**src/rtl/stim_check_pkg.sv**
```systemverilog
// stim_check_pkg: FSM states, stimulus mode encodings and the LFSR step shared by stim_check_gen.
package stim_check_pkg;
  typedef enum logic [1:0] {S_IDLE, S_RUN, S_DRAIN, S_DONE} state_e;
  localparam int MODE_INV  = 0;
  localparam int MODE_INC  = 1;
  localparam int MODE_LFSR = 2;
  // Shift left with feedback = XOR of the two top bits; a single-bit lane simply toggles.
  function automatic logic [63:0] lfsr_step(input logic [63:0] v, input int unsigned w);
    logic [63:0] fb;
    fb = ((v >> (w - 1)) ^ (v >> (w - 2))) & 64'd1;
    return (w < 2) ? ~v & 64'd1 : ((v << 1) | fb) & ((64'd1 << w) - 64'd1);
  endfunction
endpackage

```
**src/rtl/stim_delay_line.sv**
```systemverilog
// stim_delay_line: strobe-gated shift register aligning issued vectors with the DUT response.
module stim_delay_line #(
  parameter int W     = 8,
  parameter int DEPTH = 1
) (
  input  logic         clk,
  input  logic         rst,
  input  logic         clr_i,
  input  logic         en_i,
  input  logic [W-1:0] d_i,
  output logic [W-1:0] q_o
);
  logic [W-1:0] sr_q [DEPTH];
  always_ff @(posedge clk) begin
    if (rst || clr_i) begin
      for (int i = 0; i < DEPTH; i++) sr_q[i] <= '0;
    end else if (en_i) begin
      sr_q[0] <= d_i;
      for (int i = 1; i < DEPTH; i++) sr_q[i] <= sr_q[i-1];
    end
  end
  assign q_o = sr_q[DEPTH-1];
endmodule

```
**src/rtl/stim_check_gen.sv**
```systemverilog
// stim_check_gen: multi-lane stimulus generator with latency-aligned response checker.
module stim_check_gen
  import stim_check_pkg::*;
#(
  parameter int WIDTH       = 1,
  parameter int CHANNELS    = 1,
  parameter int LATENCY     = 1,
  parameter int NUM_VECTORS = 10000,
  parameter int MODE        = 0,
  parameter int CNT_W       = 16,
  localparam int CW         = CHANNELS > 1 ? $clog2(CHANNELS) : 1
) (
  input  logic                      clk,
  input  logic                      rst,
  input  logic                      start_i,
  input  logic                      en_i,
  output logic [WIDTH*CHANNELS-1:0] stim_o,
  input  logic [WIDTH*CHANNELS-1:0] dut_out_i,
  output logic [CNT_W-1:0]          err_count_o,
  output logic                      fail_o,
  output logic [CW-1:0]             first_err_chan_o,
  output logic [31:0]               first_err_vec_o,
  output logic                      busy_o,
  output logic                      done_o
);
  localparam int N  = WIDTH * CHANNELS;
  localparam int DW = N + 33;
  localparam int SW = CNT_W + $clog2(CHANNELS + 1) + 1;
  state_e state_q, state_d;
  logic [N-1:0] stim_q, stim_d, seed, adv, tail_data;
  logic [31:0] vec_q, vec_d, tail_vec, fvec_q, fvec_d;
  logic [4:0] drn_q, drn_d;
  logic [CNT_W-1:0] err_q, err_d;
  logic [CW-1:0] fchan_q, fchan_d, lo_chan;
  logic [CHANNELS-1:0] mis;
  logic [SW-1:0] pop, sum;
  logic fail_q, fail_d, clr, push_v, step, cmp, tail_v, latch;
  for (genvar c = 0; c < CHANNELS; c++) begin : g_ch
    assign seed[c*WIDTH +: WIDTH] = WIDTH'(MODE == MODE_LFSR ? c + 1 : c);
    assign adv[c*WIDTH +: WIDTH]  = MODE == MODE_INV ? ~stim_q[c*WIDTH +: WIDTH] :
                                    MODE == MODE_INC ? stim_q[c*WIDTH +: WIDTH] + WIDTH'(1) :
                                    WIDTH'(lfsr_step(64'(stim_q[c*WIDTH +: WIDTH]), WIDTH));
    assign mis[c] = tail_data[c*WIDTH +: WIDTH] != dut_out_i[c*WIDTH +: WIDTH];
  end
  always_comb begin
    state_d = state_q;
    vec_d   = vec_q;
    drn_d   = drn_q;
    clr     = 1'b0;
    push_v  = 1'b0;
    case (state_q)
      S_IDLE: begin
        clr     = 1'b1;
        state_d = start_i ? S_RUN : S_IDLE;
      end
      S_RUN: if (en_i) begin
        push_v = 1'b1;
        vec_d  = vec_q + 32'd1;
        if (vec_q == 32'(NUM_VECTORS - 1)) state_d = S_DRAIN;
      end
      S_DRAIN: if (en_i) begin
        drn_d = drn_q + 5'd1;
        if (drn_q == 5'(LATENCY - 1)) state_d = S_DONE;
      end
      default: if (start_i) begin
        clr     = 1'b1;
        state_d = S_RUN;
      end
    endcase
    if (clr) begin
      vec_d = '0;
      drn_d = '0;
    end
  end
  assign step   = en_i && (state_q == S_RUN || state_q == S_DRAIN);
  assign cmp    = step && tail_v;
  assign stim_d = clr ? seed : push_v ? adv : stim_q;
  // Scanning downward leaves the lowest mismatching channel as the winner.
  always_comb begin
    pop     = '0;
    lo_chan = '0;
    for (int i = CHANNELS - 1; i >= 0; i--) begin
      if (mis[i]) lo_chan = CW'(i);
      pop = pop + SW'(mis[i]);
    end
    sum     = SW'(err_q) + pop;
    latch   = cmp && |mis && !fail_q;
    err_d   = clr ? '0 : !cmp ? err_q : sum > SW'({CNT_W{1'b1}}) ? '1 : CNT_W'(sum);
    fail_d  = clr ? 1'b0 : fail_q | (cmp && |mis);
    fchan_d = clr ? '0 : latch ? lo_chan : fchan_q;
    fvec_d  = clr ? '0 : latch ? tail_vec : fvec_q;
  end
  stim_delay_line #(.W(DW), .DEPTH(LATENCY)) u_dl (
    .clk   (clk),
    .rst   (rst),
    .clr_i (clr),
    .en_i  (step),
    .d_i   ({push_v, vec_q, stim_q}),
    .q_o   ({tail_v, tail_vec, tail_data})
  );
  always_ff @(posedge clk) begin
    if (rst) begin
      state_q <= S_IDLE;
      stim_q  <= seed;
      vec_q   <= '0;
      drn_q   <= '0;
      err_q   <= '0;
      fail_q  <= 1'b0;
      fchan_q <= '0;
      fvec_q  <= '0;
    end else begin
      state_q <= state_d;
      stim_q  <= stim_d;
      vec_q   <= vec_d;
      drn_q   <= drn_d;
      err_q   <= err_d;
      fail_q  <= fail_d;
      fchan_q <= fchan_d;
      fvec_q  <= fvec_d;
    end
  end
  assign stim_o           = stim_q;
  assign err_count_o      = err_q;
  assign fail_o           = fail_q;
  assign first_err_chan_o = fchan_q;
  assign first_err_vec_o  = fvec_q;
  assign busy_o           = state_q == S_RUN || state_q == S_DRAIN;
  assign done_o           = state_q == S_DONE;
endmodule

```
**config.mk**
```make
export PLATFORM = sky130hd
export DESIGN_NAME = stim_check_gen
export DESIGN_NICKNAME = d
export VERILOG_FILES = /design/src/rtl/stim_check_pkg.sv /design/src/rtl/stim_delay_line.sv /design/src/rtl/stim_check_gen.sv
export SDC_FILE = /design/constraint.sdc
export NUM_CORES = 1
export LEC_CHECK = 0
export ABC_CLOCK_PERIOD_IN_PS = 3600
export BUFFER_PORTS_ARGS = -buffer_cell sky130_fd_sc_hd__buf_2
export CAP_MARGIN = 15
export CORE_MARGIN = 3
export CORE_UTILIZATION = 52
export CTS_BUF_LIST = sky130_fd_sc_hd__clkbuf_16
export DETAILED_ROUTE_END_ITERATION = 8
export GPL_ROUTABILITY_DRIVEN = 0
export PLACE_DENSITY = 0.83
export REMOVE_ABC_BUFFERS = 1
export SYNTH_ARGS = -nofsm -noshare
export SYNTH_HDL_FRONTEND = slang
export SYNTH_SLANG_ARGS = --single-unit
```
**constraint.sdc**
```tcl
create_clock -name clk -period 3.6 [get_ports clk]
set_input_delay 0.36 -clock clk [delete_from_list [all_inputs] [get_ports clk]]
set_output_delay 0.36 -clock clk [all_outputs]
set_load 0.01 [all_outputs]
```
* Word level (Yosys, flattened, before mapping)
Memory sizes are Yosys's and may differ from the RTL's. Cells that the tools add are included.
Storage, ports and cells: register bits 89, input bits 5, memories kept 1, memory bits (writable) 34, output and inout port bits 53, word-level logic and storage cells 58
Memories:
- u_dl.sr_q | words 1, bits a word 34, read ports 1, clocked after Yosys merged registers in 0, write ports 1, RTL line stim_delay_line.sv:13 | logic [W-1:0] sr_q [DEPTH];
Cells by class: muxes and demuxes 19, eq/ne operators 9, add/subtract/negate cells 3, bitwise gates (word level) 2, reduce and logical (&&, ||, !) cells 16, magnitude comparators 1
Operators by type and width (number):
- $mux 34 | 1
- $reduce_or 34->1 | 1
- $add 32x1->32 const B | 1
- $eq 32x14->1 const B | 1
- $add 16x1->17 | 1
- $gt 17x16->1 const B | 1
- $mux 16 | 1
- $mux 1 | 10
- $mux 2 | 5
- $ne 2x2->1 const B | 4
- $pmux 2 s3 | 1
- $add 5x1->5 const B | 1
- $logic_not 5->1 | 1
- $reduce_and 5->1 | 1
- $eq 2x2->1 const B | 2
- $logic_and 1x1->1 | 4
- $reduce_and 2->1 | 2
- $reduce_bool 4->1 | 1
- $reduce_or 2->1 | 2
- $eq 2x1->1 const B | 1
- $logic_not 2->1 | 1
- $logic_or 1x1->1 | 2
- $pmux 1 s2 | 1
- $logic_not 1->1 | 1
- other kinds (3) | 3

* Longest topological paths before layout
word-level depth 8, mapped depth 9, gate-level depth less buffers 8

* By module
From an unflattened synthesis, not the netlist that was laid out.
Unflattened totals: cells, all modules 547, area, all modules 5482.8 um^2
Modules (own cells, without submodules):
- stim_check_gen | cells each 469, area an instance 3946.3 um^2, sequential area each 1781.7 um^2, times used 1
- stim_delay_line | cells each 78, area an instance 1536.5 um^2, sequential area each 1021.0 um^2, times used 1

* Least setup slack after synthesis
Ideal clock, no wire load.
path type flip-flop to flip-flop, from register state_q[0], to memory u_dl.sr_q[0][0] (netlist bit) (enable), setup time 0.396 ns, clock period less this slack 2.619 ns, path buffers 2, data required time 3.204 ns, setup slack 0.981 ns, cell stages (with the launch flop) 7, data arrival time 2.223 ns, path through dfxtp_1 > ha_1 > nor2b_1 > a211o_1 > clkbuf_1 > clkbuf_1 > nand2b_1
On the way: word-level cells in the longest chain between the ends 8, elaborated cells between the ends (all ways) 15, classes of those cells eq/ne: 2; mux: 7; reduce/logical: 6
RTL lines:
- start, declared | RTL line stim_check_gen.sv:29 | state_e state_q, state_d;
- start signal, assigned | RTL line stim_check_gen.sv:112 | state_q <= state_d;
- $eq 2x1->1 / $eq 2x2->1 (equally long branches) | RTL line stim_check_gen.sv:51, stim_check_gen.sv:75
- $reduce_or 2->1 (no line) / $logic_or 1x1->1 (equally long branches)
- $pmux 1 s2 / $logic_and 1x1->1 (equally long branches) | RTL line stim_check_gen.sv:51, stim_check_gen.sv:75
- $logic_or 1x1->1 / $mux 1 (equally long branches) | RTL line stim_delay_line.sv:15, stim_delay_line.sv:17
- $mux 1 | RTL line stim_delay_line.sv:15 | if (rst || clr_i) begin
- $mux 1 (implied by the code) | RTL line stim_delay_line.sv:18 | sr_q[0] <= d_i;
- $reduce_or 34->1 (no line)
- $mux 1 (no line) *
- end, declared | RTL line stim_delay_line.sv:13
Every way passes the cells marked *; elsewhere a longest branch is shown, timed or not.

* Worst setup path after layout
from register state_q[0], to register err_q[3] (netlist: err_count_o[3])
On the way: word-level cells in the longest chain between the ends 4, elaborated cells between the ends (all ways) 9, classes of those cells eq/ne: 2; mux: 1; reduce/logical: 6
RTL lines:
- $eq 2x1->1 / $eq 2x2->1 (equally long branches) | RTL line stim_check_gen.sv:51, stim_check_gen.sv:75
- $reduce_or 2->1 (no line) / $logic_or 1x1->1 (equally long branches)
- $pmux 1 s2 / $logic_and 1x1->1 (equally long branches) | RTL line stim_check_gen.sv:51, stim_check_gen.sv:75
- $reduce_or 2->1 (no line) / $logic_and 1x1->1 (equally long branches)
- end signal, assigned | RTL line stim_check_gen.sv:116 | err_q <= err_d;
- end, declared | RTL line stim_check_gen.sv:33 | logic [CNT_W-1:0] err_q, err_d;
Parallel ways exist; a longest one is shown, timed or not. A chain may end at the register's enable or synchronous reset.

==> run_results.csv <==
group,metric,value,unit
status,status,"completed",
cells_and_area,diodes,0,
clock_network,path_clk_slew,0.05,ns
critical_path,crit_chain,"inv_1 > ha_1 > nand3_2 > nor2_2 > nand2_1 > or4_1 > a21oi_1",
global_routing,grt_pass1_wl,18440,um
critical_path,crit_path_end,"err_count_o[3]",
critical_path,crit_required,3.92,ns
critical_path,cp.arrival,2.76,ns
critical_path,path_max_fanout,13,
global_routing,grt_pass1_vias,3876,
timing,drv_slew,0,
critical_path,crit_path_max_incr_delay,0.79,ns
yosys,synth-seq-cells,123,
routing,first_pass_iters,4,
critical_path,startpoint,"state_q[0]",
placement,portBuffers,56,
pwr,peakVddDrop,316.6,uV
clock_network,post_cts_buffers,0,
routing,viasPerCell,5.390,
critical_path,worstRegToRegCells,7,
yosys,seq_area_frac_synth,53.99,%
timing,min_period,2.443,ns
placement,dp_hpwl,7009,um
floorplan,num_io_pins,58,
timing,fmax,409.4,MHz
yosys,async_flop_share,0,%
critical_path,critPathLaunchType,"flop",
flow_run,cap_violations,0,
yosys,syn-cell-area,5191,um^2
yosys,syn_avg_cell_area,9.560,um^2
yosys,ys_types,44,
critical_path,ff2ff_setup_slack,1.16,ns
clock_network,cts-root-buf,"clkbuf_16",
clock_network,cts_tree,"built",
cells_and_area,synthToLayoutAreaGrowth,16.99,%
min_path,hold_path.class,"in2reg",
timing,finalSetupViolCount,0,
global_routing,grt_max_degree,85,
floorplan,dieArea,11220,um^2
clock_network,postCtsHoldBufs,0,
global_routing,grt_usage,20.27,%
global_routing,antenna_found_initial,0,
global_routing,overflow,0,
clock_network,clock_sinks,123,
timing,max_slew_margin,27.69,%
routing,drt_iter0_drc,273,
timing,fin_worst_skew,0.007145,ns
cells_and_area,mostFrequentLayoutCells,"nand2_1 (96), dfxtp_1 (89), buf_2 (56)",
yosys,yosysWarnings,0,
clock_network,numCtsBuffers,17,
timing,hold_viol,0,
critical_path,cp_slowest_cell,"or4_1",
routing,drc,0,
clock_network,insertion_delay,0.39,ns
yosys,synth_top_flop_cell,"dfxtp_1",
timing,setup-tns-final,0,ns
yosys,postSynthCellCount,543,
floorplan,core-area,9459,um^2
clock_network,htreeDepth,4,
timing,period_share,67.85,%
floorplan,initial_core_util,54.88,%
routing,routedWlPerCell,14.65,um
critical_path,critPathKind,"reg2reg",
cells_and_area,final_cells,736,
timing,worst_slew_pin_slew,1.085,ns
critical_path,worst_setup_path_end_kind,"flop",
cells_and_area,layout_commonest_cell,"nand2_1",
routing,wl,10780,um
routing,ant_nets,0,
placement,placed_area,5553,um^2
yosys,synth_edf_count,34,
timing,rsz0062_at_grt,"no",
clock_network,post_cts_resize_count,0,
pwr,finalPower,0.003411,W
critical_path,r2r_end,"err_count_o[3]",
pwr,p_leak,2.305,nW
clock_network,cts.path.max_buffers,2,
pwr,powerDensity,561.6,nW/um^2
placement,dp_slack,1.214,ns
cells_and_area,nNetsFinal,608,
routing,num_vias,3967,
floorplan,rows,35,
placement,place_inst,704,
critical_path,r2r-start,"state_q[0]",
floorplan,die_h,105.9,um
cells_and_area,fin_area,6073,um^2
timing,worst_slack,1.157,ns
cells_and_area,layout-drive-gt1-share,15.98,%
floorplan,die_w,105.9,um
## layout make-up
type / count / area [um^2]
clock inverter: 15 / 95.09
sequential: 123 / 2803
multi-input combinational: 384 / 2248
tap: 129 / 161.4
inverter: 8 / 30.03
fill: 712 / 3386
clock buffer: 17 / 425.4
timing repair buffer: 60 / 310.3
## synth_stat cells (3+ instances only)
master / number / share of area, %
a311oi_1: 3 / 0.51
and3_1: 8 / 0.96
xor2_1: 34 / 5.7
nor2b_1: 4 / 0.48
and4_1: 3 / 0.51
inv_1: 8 / 0.58
a21oi_1: 51 / 4.9
o21ai_0: 6 / 0.58
or3_1: 4 / 0.48
nand3_1: 18 / 1.7
ha_1: 9 / 2.2
and2_1: 34 / 4.1
edfxtp_1: 34 / 20
nor3_1: 7 / 0.67
clkbuf_1: 23 / 1.7
a31oi_1: 3 / 0.36
xnor2_1: 11 / 1.9
nor4_1: 8 / 0.96
nand4_1: 15 / 1.8
dfxtp_1: 89 / 34
nor2_1: 43 / 3.1
nand2_1: 96 / 6.9
buf_2: 3 / 0.29
## kinds of logic (layout without fill, tap and decap cells)
| family | Yosys count | in the layout | synth area share, % |
|---|---|---|---|
| other cells | 1 | 1 | 0.07224 |
| simple gates | 260 | 260 | 25.91 |
| buf+inv | 36 | 100 | 2.820 |
| compound gates | 66 | 66 | 6.845 |
| flops | 123 | 123 | 53.99 |
| mux | 3 | 3 | 0.6026 |
| fa+ha+maj | 9 | 9 | 2.169 |
| xor+xnor | 45 | 45 | 7.592 |
## state kept, by name, indices dropped and copies added, names as in the netlist
register and count:
u_dl.sr_q 34, first_err_vec_o 32, vec_q 32, err_count_o 16
drn_q 5, state_q 2, fail_o 1, stim_o 1
## power by group
group          internal, W  switching (W)
Clock             0.000921       0.000555
Sequential         0.00154      0.0000364
Combinational    0.0000900       0.000265
## through the flow
| stage | utilization [%] | hold WS, ns |
|---|---|---|
| 4_1_cts | 64.21 | 0.2450 |
| 5_1_grt | 64.21 | 0.2641 |
| 6_report | 64.21 | 0.2544 |
| 3_5_place_dp | 58.70 | 0.4477 |
| 3_3_place_gp | 58.70 | 0.4408 |
| 2_1_floorplan | - | 0.4664 |
## worst min path at each step
stage,start,end,slack [ns],cells past startpoint
2_1_floorplan,drn_q[1],drn_q[1],0.47,2
3_3_place_gp,first_err_vec_o[8],first_err_vec_o[8],0.44,2
3_5_place_dp,first_err_vec_o[7],first_err_vec_o[7],0.45,2
4_1_cts,rst,state_q[0],0.25,2
5_1_grt,rst,state_q[0],0.26,2
6_report,rst,state_q[0],0.25,2
## layer usage
layer | track usage, % | wire (um)
met3 | 3.704 | 344
met4 | 7.123 | 90
met1 | 25.45 | 4704
met2 | 35.11 | 5643
met5 | 0 | 0
## critical path, delay by kind of cell (launching register included)
kind	cells	cell delay (ns)
AOI/OAI and AO/OA	1	0.23
and+or+nand+nor	4	1.27
DFF	1	0.39
adders and majority gates	1	0.39
buffers and inverters	1	0.09
(Power assumes the default switching activity.)
